--- src/rtl/tname_sprite_reader_if.sv ---
// ROM read bus between the banner reader and the 356x12 title/name ROM.
// Master drives the address; the slave returns data one clock later.
interface tname_sprite_reader_if #(
    parameter int ADDR_W = 13
);
    logic [ADDR_W-1:0] rom_addr;
    logic [7:0]        rom_data;

    modport master (output rom_addr, input rom_data);
    modport slave  (input rom_addr, output rom_data);
endinterface

--- src/rtl/tname_sprite_reader.sv ---
// Title/name banner reader: beam hit test, ROM addressing, 2-cycle aligned pixel output
// and a typewriter-style reveal FSM. Optional colour-key transparency: TNAME_TRANSPARENT_EN.
module tname_sprite_reader #(
    parameter int         IMG_W       = 356,
    parameter int         IMG_H       = 12,
    parameter int         ADDR_W      = 13,
    parameter int         POS_X       = 142,
    parameter int         POS_Y       = 40,
    parameter int         REVEAL_STEP = 4,
    parameter logic [7:0] KEY         = 8'h00
) (
    input  logic                  i_clk,
    input  logic                  i_rst_n,
    input  logic [9:0]            i_x,
    input  logic [9:0]            i_y,
    input  logic                  i_active,
    input  logic                  i_frame_tick,
    input  logic                  i_start,
    input  logic                  i_clear,
    tname_sprite_reader_if.master rom,
    output logic [7:0]            o_pixel,
    output logic                  o_pixel_valid,
    output logic                  o_done
);

    typedef enum logic [1:0] {
        S_IDLE   = 2'd0,
        S_REVEAL = 2'd1,
        S_SHOWN  = 2'd2
    } state_t;

`ifdef TNAME_TRANSPARENT_EN
    localparam logic TRANSP = 1'b1;
`else
    localparam logic TRANSP = 1'b0;
`endif

    state_t            r_state;
    state_t            w_state_nxt;
    logic [8:0]        r_reveal_col;
    logic [8:0]        w_reveal_nxt;
    logic [9:0]        w_reveal_sum;
    logic [9:0]        w_col;
    logic [9:0]        w_row;
    logic              w_hit;
    logic              w_vis;
    logic [ADDR_W-1:0] w_addr;
    logic [ADDR_W-1:0] r_rom_addr;
    logic              r_hit1;
    logic              r_vis1;
    logic              r_hit2;
    logic              r_vis2;
    logic              w_key;
    logic              w_show;
    logic [7:0]        r_pixel;
    logic              r_pixel_valid;
    logic              r_done;

    // Row-major ROM index; row < IMG_H keeps the product in range, result truncated to ADDR_W.
    function automatic logic [ADDR_W-1:0] f_rom_index(input logic [9:0] row, input logic [9:0] col);
        return ADDR_W'(row) * ADDR_W'(IMG_W) + ADDR_W'(col);
    endfunction

    // Underflowing subtractions wrap to large values and fail the range compares.
    assign w_col  = i_x - 10'(POS_X);
    assign w_row  = i_y - 10'(POS_Y);
    assign w_hit  = i_active & (w_col < 10'(IMG_W)) & (w_row < 10'(IMG_H));
    assign w_vis  = w_hit & (w_col < {1'b0, r_reveal_col});
    assign w_addr = f_rom_index(w_row, w_col);

    assign w_reveal_sum = {1'b0, r_reveal_col} + 10'(REVEAL_STEP);
    assign w_key        = TRANSP & (rom.rom_data == KEY);
    assign w_show       = r_hit2 & r_vis2 & ~w_key;

    // Reveal FSM next state: clear beats start, start beats frame tick.
    always_comb begin
        w_state_nxt  = r_state;
        w_reveal_nxt = r_reveal_col;
        if (i_clear) begin
            w_state_nxt  = S_IDLE;
            w_reveal_nxt = 9'd0;
        end else if (i_start) begin
            w_state_nxt  = S_REVEAL;
            w_reveal_nxt = 9'd0;
        end else begin
            case (r_state)
                S_IDLE: begin
                    w_reveal_nxt = 9'd0;
                end
                S_REVEAL: begin
                    if (i_frame_tick) begin
                        if (w_reveal_sum >= 10'(IMG_W)) begin
                            w_reveal_nxt = 9'(IMG_W);
                            w_state_nxt  = S_SHOWN;
                        end else begin
                            w_reveal_nxt = w_reveal_sum[8:0];
                        end
                    end else begin
                        w_reveal_nxt = r_reveal_col;
                    end
                end
                S_SHOWN: begin
                    w_reveal_nxt = 9'(IMG_W);
                end
                default: begin
                    w_state_nxt  = S_IDLE;
                    w_reveal_nxt = 9'd0;
                end
            endcase
        end
    end

    // Reveal FSM state, reveal column and registered done flag.
    always_ff @(posedge i_clk or negedge i_rst_n) begin
        if (!i_rst_n) begin
            r_state      <= S_IDLE;
            r_reveal_col <= 9'd0;
            r_done       <= 1'b0;
        end else begin
            r_state      <= w_state_nxt;
            r_reveal_col <= w_reveal_nxt;
            r_done       <= (r_state == S_SHOWN);
        end
    end

    // Address stage, flag stage aligned with ROM data, then registered pixel output.
    always_ff @(posedge i_clk or negedge i_rst_n) begin
        if (!i_rst_n) begin
            r_rom_addr    <= '0;
            r_hit1        <= 1'b0;
            r_vis1        <= 1'b0;
            r_hit2        <= 1'b0;
            r_vis2        <= 1'b0;
            r_pixel       <= 8'h00;
            r_pixel_valid <= 1'b0;
        end else begin
            r_rom_addr    <= w_hit ? w_addr : '0;
            r_hit1        <= w_hit;
            r_vis1        <= w_vis;
            r_hit2        <= r_hit1;
            r_vis2        <= r_vis1;
            r_pixel       <= w_show ? rom.rom_data : 8'h00;
            r_pixel_valid <= w_show;
        end
    end

    assign rom.rom_addr  = r_rom_addr;
    assign o_pixel       = r_pixel;
    assign o_pixel_valid = r_pixel_valid;
    assign o_done        = r_done;

endmodule

--- src/flat_wrapper.sv ---
// flat-port wrapper written by rule: the top's interface ports become plain ports
module tname_sprite_reader_flat 
#(
    parameter int         IMG_W       = 356,
    parameter int         IMG_H       = 12,
    parameter int         ADDR_W      = 13,
    parameter int         POS_X       = 142,
    parameter int         POS_Y       = 40,
    parameter int         REVEAL_STEP = 4,
    parameter logic [7:0] KEY         = 8'h00
)
  (i_clk, i_rst_n, i_x, i_y, i_active, i_frame_tick, i_start, i_clear, o_pixel, o_pixel_valid, o_done, rom_rom_addr, rom_rom_data);
  tname_sprite_reader_if #(.ADDR_W(ADDR_W)) rom_i ();
  input  logic i_clk;
  input  logic i_rst_n;
  input  logic [9:0] i_x;
  input  logic [9:0] i_y;
  input  logic i_active;
  input  logic i_frame_tick;
  input  logic i_start;
  input  logic i_clear;
  output logic [7:0] o_pixel;
  output logic o_pixel_valid;
  output logic o_done;
  output wire logic [$bits(rom_i.rom_addr)-1:0] rom_rom_addr;
  input wire logic [$bits(rom_i.rom_data)-1:0] rom_rom_data;
  assign rom_rom_addr = rom_i.rom_addr;
  assign rom_i.rom_data = rom_rom_data;
  tname_sprite_reader #(.IMG_W(IMG_W), .IMG_H(IMG_H), .ADDR_W(ADDR_W), .POS_X(POS_X), .POS_Y(POS_Y), .REVEAL_STEP(REVEAL_STEP), .KEY(KEY)) u_core (.i_clk(i_clk), .i_rst_n(i_rst_n), .i_x(i_x), .i_y(i_y), .i_active(i_active), .i_frame_tick(i_frame_tick), .i_start(i_start), .i_clear(i_clear), .rom(rom_i), .o_pixel(o_pixel), .o_pixel_valid(o_pixel_valid), .o_done(o_done));
endmodule
--- config.mk ---
export PLATFORM = sky130hd
export DESIGN_NAME = tname_sprite_reader_flat
export DESIGN_NICKNAME = d
export VERILOG_FILES = /design/src/rtl/tname_sprite_reader_if.sv /design/src/rtl/tname_sprite_reader.sv /design/src/flat_wrapper.sv
export SDC_FILE = /design/constraint.sdc
export NUM_CORES = 1
export LEC_CHECK = 0
export ABC_AREA = 1
export ABC_CLOCK_PERIOD_IN_PS = 2110
export CAP_MARGIN = 40
export CORE_MARGIN = 8
export CORE_UTILIZATION = 54
export CTS_CLUSTER_SIZE = 12
export DETAILED_ROUTE_END_ITERATION = 7
export HOLD_SLACK_MARGIN = 0.12
export PLACE_DENSITY_LB_ADDON = 0.25
export SLEW_MARGIN = 20
export SYNTH_ARGS = -nofsm -noshare
export SYNTH_HDL_FRONTEND = slang
export SYNTH_SLANG_ARGS = --single-unit
export TNS_END_PERCENT = 1
--- constraint.sdc ---
create_clock -name i_clk -period 2.11 [get_ports i_clk]
set_input_delay 0.211 -clock i_clk [delete_from_list [all_inputs] [get_ports i_clk]]
set_output_delay 0.211 -clock i_clk [all_outputs]
set_load 0.05 [all_outputs]
==> results summary <==
The flow ran to the end, but the final reports show violations. The final reports fail on negative setup slack. The die area is 8620 um2.

The combinational fraction of design power came out at 65.1%. The synthesized area per cell is 7.26 um2. The detailed-route vias per instance is 4.92. The switching portion of total power came out at 40.0%.

The initial core utilization came out at 54.8%. For this run, design rule violations remaining after detail routing come to 0. The post-route clock period utilization is 152%. The internal power component came out at 2040 uW. Summed over all layers, the global routing overflow is 0. Across the run, the number of max-cap violations was 0. Across the VDD grid, the largest voltage drop is 0.742 mV. The library cells used most frequently in the layout, excluding fill and tap cells, are sky130_fd_sc_hd__nand2_1 (107), sky130_fd_sc_hd__inv_1 (81), sky130_fd_sc_hd__buf_4 (60). The number of antenna violations at the first check in global routing is 0. The pin count of the biggest net entering global routing came out at 37. Summed over all cells, the static leakage comes to 0.00253 uW. The share of final-layout standard cells stronger than drive strength 1 came out at 23.0%. TritonCTS built the clock tree. The setup TNS is -4930 ps. The sequential cell area fraction in the yosys report is 28.3%. The count of boundary I/O pins came out at 57. The clock latency on the worst-skew pair is 300 ps. The post-detailed-route count of antenna-violating nets came out at 0. The register area came out at 901 um2.

The y dimension of the die came out at 92.8 um. The number of buffers added on ports is 56. The warning count from the yosys run came out at 0.

Row generation in the floorplan step produced 28 rows. The worst register-to-register path has a depth of 10. Synthesis handed over a netlist of 439 instances.

The final hold violation count came to 0. For this block, the initial DRC count from the detailed router was 113. The worst-case register-to-register setup slack came out at 300 ps. The number of buffers created by CTS came out at 5. The worst max-slew margin expressed relative to the limit came out at 64.7%. In this run the critical register-to-register path is captured at u_core.r_state[0]. The start of the worst register-to-register path is u_core.r_reveal_col[2].

Compared with the post-synthesis result, the final layout area differs by 46.3%. The worst hold path belongs to the class in -> async. Setup violations remaining at the end of the flow were counted as 6. The slew at the pin closest to its max-slew limit came out at 528 ps. The async set or reset register ratio after synthesis came out at 100%.

The count of cell types in the netlist came out at 31. The H-tree level count came out at 2. In the synthesized netlist the dominant register cell turns out to be sky130_fd_sc_hd__dfrtp_1. The core box area came out at 5820 um2. The data arrival time at the worst-slack endpoint is 3390 ps. The category of the worst setup path capture point is a flip-flop. The maximum count of clock buffers along a single path is 2. Setup repair after global routing could not meet its margin everywhere.

The via count of the first global-routing pass came out at 3,395. The synthesized net count came out at 524. The clock skew came out at 10.8 ps. The global routing usage summed across all routing layers came out at 20.3%. Tracing the worst setup path back leads to its startpoint at i_y[3]. The post-DP HPWL came out at 6.74 mm. The clock transition at the registers of the reported paths came out at 80 ps.

The overall power after layout came out at 3390 uW. The net load switching power is 1350 uW. The global-route wire length before repair is 14.2 mm. For this block, the via count after detailed routing is 3,147.

The commonest non-fill, non-tap cell in the layout is sky130_fd_sc_hd__nand2_1. The repair_antennas step left the layout with diodes totalling 0. In the final routed layout, each cell accounts on average for 13.0 um.

Based on the critical path, the design can be clocked at up to 311 MHz. In this run the clock root is driven by a sky130_fd_sc_hd__clkbuf_8. Timing analysis after detailed placement gives a worst setup slack of -2050 ps.

Hold timing on the final database bottoms out at a slack of 239 ps. The filler cells instantiated in the layout total 394. The flip-flop and latch count after synthesis is 36.

The clock network is responsible for 14.4% of the overall power. The x dimension of the die is 92.8 um. In this run the power density over the cells is 727 nW/um2.

The final-stage net count came out at 649. Subtracting the final worst setup slack from the clock period gives 3210 ps. The multi-input combinational cells in the finished layout cover a total of 2180 um2.

After detailed routing, the total wire length is 8.33 mm. The count of flip-flops with a built-in enable after synthesis is 0. The worst path required time is 2290 ps. The peak fanout along the critical path is 4.

The max-slew violation count came out at 0. The fraction of power consumed by sequential logic came out at 20.5%. The placer's final routability congestion estimate is 0.892. Setup slack on the critical path of the routed design comes to -1100 ps. At the end of the flow the core is filled with cells to 80.2%. The first-pass iteration count of the detailed router is 4. The critical path in this run is classified as in -> reg. The summed instance area of the synthesized netlist is 3190 um2. The number of clock sinks came out at 36. STA classifies the critical path startpoint as a primary input.
-- cells by family after synthesis --
kind of cell    count (synthesis)  synth area share [%]
simple gates                  209                  28.3
fa+ha+maj                      51                  21.7
buf+inv                        96                  11.3
xor+xnor                       20                  5.73
flops                          36                  28.3
compound gates                 27                  4.75
-- how the worst max path moves through the flow --
stage / to / depth (start not counted) / slack (ps)
after floorplan: u_core.rom.rom_addr[12] / 22 / -1190
after global placement: u_core.rom.rom_addr[12] / 23 / -1960
after detailed placement: u_core.rom.rom_addr[12] / 23 / -2050
after CTS: u_core.rom.rom_addr[12] / 22 / -1110
after global routing: u_core.rom.rom_addr[12] / 22 / -1310
final: u_core.rom.rom_addr[12] / 22 / -1100
-- critical path, stage by stage --
cell and delay, ps:
sky130_fd_sc_hd__buf_12 110, sky130_fd_sc_hd__inv_12 60, sky130_fd_sc_hd__ha_4 210, sky130_fd_sc_hd__fa_1 510
sky130_fd_sc_hd__inv_1 50, sky130_fd_sc_hd__ha_1 270, sky130_fd_sc_hd__inv_1 40, sky130_fd_sc_hd__fa_1 490
sky130_fd_sc_hd__inv_2 50, sky130_fd_sc_hd__ha_4 260, sky130_fd_sc_hd__xor2_1 140, sky130_fd_sc_hd__inv_1 90
sky130_fd_sc_hd__ha_4 280, sky130_fd_sc_hd__nand2_2 60, sky130_fd_sc_hd__nor2_2 80, sky130_fd_sc_hd__nand2_1 80
sky130_fd_sc_hd__nand3_2 90, sky130_fd_sc_hd__nand2_2 80, sky130_fd_sc_hd__nor2_4 90, sky130_fd_sc_hd__nand3_1 70
sky130_fd_sc_hd__nand2_1 60, sky130_fd_sc_hd__nor2_1 30
-- Yosys cell counts (2+ instances only) --
cell type	count	area share, %
sky130_fd_sc_hd__o21ai_0	3	0.47
sky130_fd_sc_hd__nor2_2	2	0.39
sky130_fd_sc_hd__o22ai_1	4	0.78
sky130_fd_sc_hd__inv_2	8	0.94
sky130_fd_sc_hd__nor2_1	42	4.9
sky130_fd_sc_hd__dfrtp_1	36	28
sky130_fd_sc_hd__xor2_1	12	3.3
sky130_fd_sc_hd__ha_1	44	17
sky130_fd_sc_hd__nand2_4	2	0.71
sky130_fd_sc_hd__a21oi_1	13	2.0
sky130_fd_sc_hd__inv_1	86	10
sky130_fd_sc_hd__nand4_1	8	1.6
sky130_fd_sc_hd__fa_1	7	4.4
sky130_fd_sc_hd__nand2_1	111	13
sky130_fd_sc_hd__nand2_2	4	0.78
sky130_fd_sc_hd__o21ai_1	2	0.31
sky130_fd_sc_hd__nand3_1	33	5.2
sky130_fd_sc_hd__or2_1	2	0.39
sky130_fd_sc_hd__a21o_1	2	0.47
sky130_fd_sc_hd__xnor2_1	7	1.9
-- what timing repair did --
item | in CTS | in global routing
resized for setup | 46 | 6
hold buffers | 1 | 0
pin swaps | 23 | 6
hold endpoints to repair | 36 | 0
setup endpoints to repair | 12 | 9
buffers inserted | 3 | 0
-- layout make-up --
type	count	share of cell area [%]
clock buffers	5	1.48
clock inverters	3	0.402
inverters	95	7.91
multi-input cells	307	46.7
flip-flops and latches	36	19.3
well taps	75	2.01
repair buffers	119	22.2
-- metal layers --
metal / up-vias / GRT usage, % / routed length, um / part of all wire, %
li1: 1606 / - / - / -
met4: 0 / 10.7 / 307 / 3.7
met2: 87 / 40.1 / 4440 / 53
met5: - / 0 / 0 / 0
met3: 24 / 2.83 / 333 / 4.0
met1: 1430 / 19.6 / 3250 / 39
-- per-stage QoR --
step	instances	area, um2
floorplan	439	3300
global placement	627	4380
detailed placement	627	4380
CTS	639	4620
global route	640	4660
finish	640	4660
-- sequential cells by signal (all words and copies together), names as in the netlist --
signal and count:
u_core.rom.rom_addr 13, u_core.o_pixel 8, u_core.r_reveal_col 7, u_core.r_state 2, u_core.o_done 1, u_core.o_pixel_valid 1
u_core.r_hit1 1, u_core.r_hit2 1, u_core.r_vis1 1, u_core.r_vis2 1
-- power groups by stage --
stage / Sequential, uW / Clock (uW) / Combinational (uW)
floorplan: 711 / 0 / 1190
global placement: 708 / 0 / 1840
detailed placement: 708 / 0 / 1910
CTS: 695 / 498 / 2110
global route: 695 / 516 / 2470
finish: 695 / 490 / 2210
(Power assumes the default switching activity.)
